**src/rtl/arb_pkg.sv**
```systemverilog
// Shared definitions for the unified-memory arbiter: arbitration states,
// port indices and burst-length default.
`timescale 1ns/1ps
package arb_pkg;

    localparam int unsigned MAX_BURST_DEF = 16;

    typedef enum logic [1:0] {
        RR    = 2'd0,
        LOCK  = 2'd1,
        YIELD = 2'd2
    } arb_state_e;

    localparam logic CORE = 1'b0;
    localparam logic LDR  = 1'b1;

    // Counter width able to hold the value max_burst itself.
    function automatic int unsigned cnt_width(input int unsigned max_burst);
        return $clog2(max_burst + 1);
    endfunction

endpackage

```
**src/rtl/arb_burst_counter.sv**
```systemverilog
// Counts consecutive locked loader grants; saturates at MAX_BURST and
// flags saturation so the arbiter can force a core turn.
`timescale 1ns/1ps
module arb_burst_counter
    import arb_pkg::*;
#(
    parameter int unsigned MAX_BURST = MAX_BURST_DEF
) (
    input  logic clk,
    input  logic reset,
    input  logic load,
    input  logic inc,
    input  logic clr,
    output logic sat
);

    localparam int unsigned     CW      = cnt_width(MAX_BURST);
    localparam logic [CW-1:0]   MAX_CNT = CW'(MAX_BURST);

    logic [CW-1:0] count;

    // NOTE: state registers use non-blocking assignments so every flop samples pre-edge values.
    always_ff @(posedge clk or negedge reset) begin
        if (!reset) begin
            count <= '0;
        end else if (clr) begin
            count <= '0;
        end else if (load) begin
            count <= CW'(1);
        end else if (inc && !sat) begin
            count <= count + CW'(1);
        end
    end

    assign sat = (count == MAX_CNT);

endmodule

```
**src/rtl/mem_arbiter.sv**
```systemverilog
// Two-port arbiter (core vs loader) in front of a single-port unified memory,
// with round-robin fairness, loader burst lock and forced core yield.
`timescale 1ns/1ps
module mem_arbiter
    import arb_pkg::*;
#(
    parameter int unsigned MAX_BURST = MAX_BURST_DEF,
    parameter int unsigned AW        = 32
) (
    input  logic          clk,
    input  logic          reset,
    input  logic          core_req,
    input  logic          core_we,
    input  logic [AW-1:0] core_adr,
    input  logic [AW-1:0] core_wd,
    output logic          core_gnt,
    output logic          core_stall,
    output logic          core_rvalid,
    output logic [AW-1:0] core_rd,
    input  logic          ldr_req,
    input  logic          ldr_we,
    input  logic          ldr_lock,
    input  logic [AW-1:0] ldr_adr,
    input  logic [AW-1:0] ldr_wd,
    output logic          ldr_gnt,
    output logic          ldr_rvalid,
    output logic [AW-1:0] ldr_rd,
    output logic [AW-1:0] mem_adr,
    output logic [AW-1:0] mem_wd,
    output logic          mem_we,
    input  logic [AW-1:0] mem_rd
);

    arb_state_e state, state_n;
    logic       last, last_n;
    logic       core_sel, ldr_sel;
    logic       cnt_load, cnt_inc, cnt_clr, burst_sat;
    logic       rd_pend, rd_owner;

    arb_burst_counter #(
        .MAX_BURST(MAX_BURST)
    ) u_burst (
        .clk   (clk),
        .reset (reset),
        .load  (cnt_load),
        .inc   (cnt_inc),
        .clr   (cnt_clr),
        .sat   (burst_sat)
    );

    // NOTE: every combinational output gets a default first, so no path can infer a latch.
    always_comb begin
        state_n  = state;
        last_n   = last;
        core_sel = 1'b0;
        ldr_sel  = 1'b0;
        cnt_load = 1'b0;
        cnt_inc  = 1'b0;
        cnt_clr  = 1'b0;
        case (state)
            RR: begin
                if (core_req && ldr_req) begin
                    ldr_sel  = (last == CORE);
                    core_sel = (last == LDR);
                end else begin
                    core_sel = core_req;
                    ldr_sel  = ldr_req;
                end
                if (ldr_sel && ldr_lock) begin
                    state_n  = LOCK;
                    cnt_load = 1'b1;
                end
            end
            LOCK: begin
                // A saturated burst with the core waiting leaves the bus idle one
                // cycle so the core gets exactly one turn in YIELD.
                if (burst_sat && core_req) begin
                    state_n = YIELD;
                end else if (ldr_req) begin
                    ldr_sel = 1'b1;
                    if (ldr_lock) begin
                        cnt_inc = 1'b1;
                    end else begin
                        state_n = RR;
                        cnt_clr = 1'b1;
                    end
                end else begin
                    core_sel = core_req;
                    state_n  = RR;
                    cnt_clr  = 1'b1;
                end
            end
            YIELD: begin
                core_sel = core_req;
                last_n   = CORE;
                cnt_clr  = 1'b1;
                state_n  = RR;
            end
            default: state_n = RR;
        endcase
        if (core_sel) begin
            last_n = CORE;
        end else if (ldr_sel) begin
            last_n = LDR;
        end
    end

    // Grants are combinational, so reset must mask them directly.
    assign core_gnt   = core_sel & reset;
    assign ldr_gnt    = ldr_sel & reset;
    assign core_stall = core_req & ~core_gnt;

    assign mem_adr = ldr_gnt ? ldr_adr : core_adr;
    assign mem_wd  = ldr_gnt ? ldr_wd  : core_wd;
    assign mem_we  = (core_gnt & core_we) | (ldr_gnt & ldr_we);

    always_ff @(posedge clk or negedge reset) begin
        if (!reset) begin
            state    <= RR;
            last     <= CORE;
            rd_pend  <= 1'b0;
            rd_owner <= CORE;
        end else begin
            state   <= state_n;
            last    <= last_n;
            rd_pend <= (core_gnt & ~core_we) | (ldr_gnt & ~ldr_we);
            if (core_gnt || ldr_gnt) begin
                rd_owner <= ldr_gnt ? LDR : CORE;
            end
        end
    end

    assign core_rvalid = rd_pend & (rd_owner == CORE) & reset;
    assign ldr_rvalid  = rd_pend & (rd_owner == LDR) & reset;
    assign core_rd     = core_rvalid ? mem_rd : '0;
    assign ldr_rd      = ldr_rvalid ? mem_rd : '0;

endmodule

```
**config.mk**
```make
export PLATFORM = sky130hd
export DESIGN_NAME = mem_arbiter
export DESIGN_NICKNAME = d
export VERILOG_FILES = /design/src/rtl/arb_pkg.sv /design/src/rtl/arb_burst_counter.sv /design/src/rtl/mem_arbiter.sv
export SDC_FILE = /design/constraint.sdc
export NUM_CORES = 1
export LEC_CHECK = 0
export ABC_CLOCK_PERIOD_IN_PS = 2900
export BUFFER_PORTS_ARGS = -buffer_cell sky130_fd_sc_hd__buf_2
export CAP_MARGIN = 15
export CORE_AREA = 5 5 114 116
export DETAILED_ROUTE_END_ITERATION = 6
export DIE_AREA = 0 0 119 121
export GPL_TIMING_DRIVEN = 0
export PLACE_DENSITY = 0.6
export RECOVER_POWER = 50
export REMOVE_ABC_BUFFERS = 1
export SYNTH_ARGS = -nofsm -noshare
export SYNTH_HDL_FRONTEND = slang
export SYNTH_SLANG_ARGS = --single-unit
```
**constraint.sdc**
```tcl
create_clock -name clk -period 2.9 [get_ports clk]
set_clock_uncertainty 0.2 [all_clocks]
set_input_delay 0.29 -clock clk [delete_from_list [all_inputs] [get_ports clk]]
set_output_delay 0.29 -clock clk [all_outputs]
set_load 0.005 [all_outputs]
```
==> results.ini <==
[cts]
htreeDepth = 1
cts.sinks = 10
ctsLongestPathBuffers = 2
clock_latency_ns = 0.24
cts_tree = built
clock_tree.root_cell = clkbuf_16
numCtsBuffers = 3
clkSlewWorstSetupHoldPaths_ns = 0.04

[synthesis]
netlist.area_leader.share = 0.3731
yosysSeqAreaShare = 0.1295
postSynthCellCount = 216
yosysTopAreaCell = mux2_2
yosys_warnings = 0
synth_area_leaders = mux2_2, and2_1, dfrtp_1
avgSynthCellArea_um2 = 8.944
ys_types = 36
synth_area_mm2 = 0.001932
async_flop_share = 1.000
ys_seq_elements = 10
synthFlopType = dfrtp_1
synth_edf_count = 0

[timing]
post-route-period-util = 0.9741
tightestPinTransition_ns = 0.8839
finalSetupTns_ns = 0
finalSetupViolations = 0
hold_viol = 0
fin_ws_ns = 0.07520
fin_hold_ws_ns = 0.03796
fmax_ghz = 0.3540
period_minus_slack_ns = 2.825
slew_viol_final = 0
slew_headroom = 0.4108

[finish]
antenna_cells = 0
fill_cells = 1263
stdcell_area_mm2 = 0.003921
fin_nets = 699
areaGrowthSynthToFinish_pct = 103.0
seq_area_um2 = 250.2
final_util = 0.3320
multiInputGateArea_mm2 = 0.001672
final_common_cell = buf_2
drive_above_1_share = 0.7467
final_cell_mix = buf_2, and2_1, mux2_2

[setup_path]
slowest_delay_ns = 0.40
worstSetupPathType = reg -> out
crit_start = u_burst.count[1]
endpoint_kind = primary output
r2r-start = u_burst.count[1]
crit_chain = inv_1 -> ha_4 -> nand4bb_4 -> a211oi_4 -> buf_12 -> nand3b_4 -> buf_12 -> mux2_2 -> buf_2
cp_max_fo = 9
crit_path_top_delay_cell = dfrtp_1
path_delay_family = buffers and inverters
cp-start-kind = register
worstPathArrival_ns = 2.33
crit_path_frequent_cell = buf_12
required_ns = 2.41
crit_buf_inv = 4

[global_routing]
grt.total_usage = 0.1428
antenna_found_initial = 0
grt_max_degree = 34
grt_pass1_wl_mm = 16.04
grt_pass1_vias = 2833
gr-total-overflow = 0

[floorplan]
start_util = 0.1636
io_pins = 301
core-area_mm2 = 0.01181
die-area_mm2 = 0.01440
row_count = 40
dieWidth_um = 119
die_h_um = 121

[hold_path]
hp-start = ldr_we
worstHoldPathType = in -> reg

[power]
switching_share = 0.3656
p_int_w = 0.0009874
vdd_drop_max_mv = 0.1999
p_clk_frac = 0.177
p_leak_nw = 2.318
pwr-share-comb = 0.692
sequentialPowerShare = 0.131
powerDensity_mw_per_mm2 = 396.9
p_switching_w = 0.0005691

[placement]
dpl_cell_area_mm2 = 0.003520
dp_hpwl_mm = 9.023
io_buffers = 300
post-place-ws_ns = -0.2063
place.gp.congestion = 0.7870

[job]
cap_violations = 0

[routing]
drtPass1Iterations = 4
num_vias = 2831
drc = 0
vias_per_cell = 4.213
wl_per_cell_um = 17.01
drt_iter0_drc = 82
finalWirelength_mm = 11.43
antenna_left = 0

[outcome]
status = completed

[cell usage after synthesis, drive strengths merged (2+ instances only)]
cell and number:
nand4 2, xnor2 2, and2 66, and3 3, mux2 64, nor2 7
nand3 3, o21ai 2, nand2 4, a21boi 2, ha 6, dfrtp 10
a21oi 3, a22o 2, buf 7, xor2 2, clkbuf 6, inv 10
[flip-flops by register name, indices dropped and copies added, names as in the netlist]
| signal | count |
|---|---|
| u_burst.count | 5 |
| state | 2 |
| last | 1 |
| rd_owner | 1 |
| rd_pend | 1 |
[layout make-up]
class                      instances  area share
multi-input combinational        188      0.4263
timing repair buffer             313      0.4308
tap                              147     0.04690
clock buffer                       4     0.02265
inverter                          10    0.009572
sequential                        10     0.06382
[per-stage QoR]
step                      cells  power (W)
final                       672   0.001556
after global placement      650   0.001044
after floorplan             203  0.0006481
after detailed placement    650   0.001043
after CTS                   669   0.001540
after global routing        672   0.001659
[final timing paths]
check	endpoint	slack, ns	cells after the start
max	mem_adr[15]	0.08	9
min	rd_pend	0.04	2
max reg2reg	rd_owner	0.87	8
min reg2reg	rd_owner	0.35	2
max in group asynchronous	state[0]	1.48	2
min in group asynchronous	u_burst.count[0]	0.69	2
[power by group through the flow]
stage / Sequential (W) / Clock [W] / Combinational (W)
6_report: 0.000204 / 0.000275 / 0.00108
5_1_grt: 0.000207 / 0.000290 / 0.00116
4_1_cts: 0.000207 / 0.000283 / 0.00105
3_5_place_dp: 0.000208 / 0 / 0.000835
3_3_place_gp: 0.000208 / 0 / 0.000836
2_1_floorplan: 0.000201 / 0 / 0.000447
[cell families after synthesis]
kind of cell / count (synthesis) / synth area share
AOI/OAI and AO/OA: 21 / 0.08356
xor gates and xnor gates: 4 / 0.01814
adders and majority gates: 6 / 0.03886
buffers and inverters: 23 / 0.06994
DFF: 10 / 0.1295
muxes: 64 / 0.3731
and+or+nand+nor: 88 / 0.2869
[what timing repair did]
action | in CTS | in global routing
hold buffers | 1 | 0
endpoints found under the setup margin | 66 | 34
buffers inserted | 9 | 3
gates resized for setup | 8 | 3
pin swaps | 1 | 2
endpoints found under the hold margin | 10 | 0
gates cloned | 5 | 0
[routing by layer]
metal  track usage  vias to the layer above  routed length (um)
met5             0                        -                   0
met4       0.04345                        0                 304
met3       0.04289                       14                1196
met2        0.2593                      191                5696
met1        0.1599                     1244                4236
li1              -                     1382                   -
(Power assumes the default switching activity.)
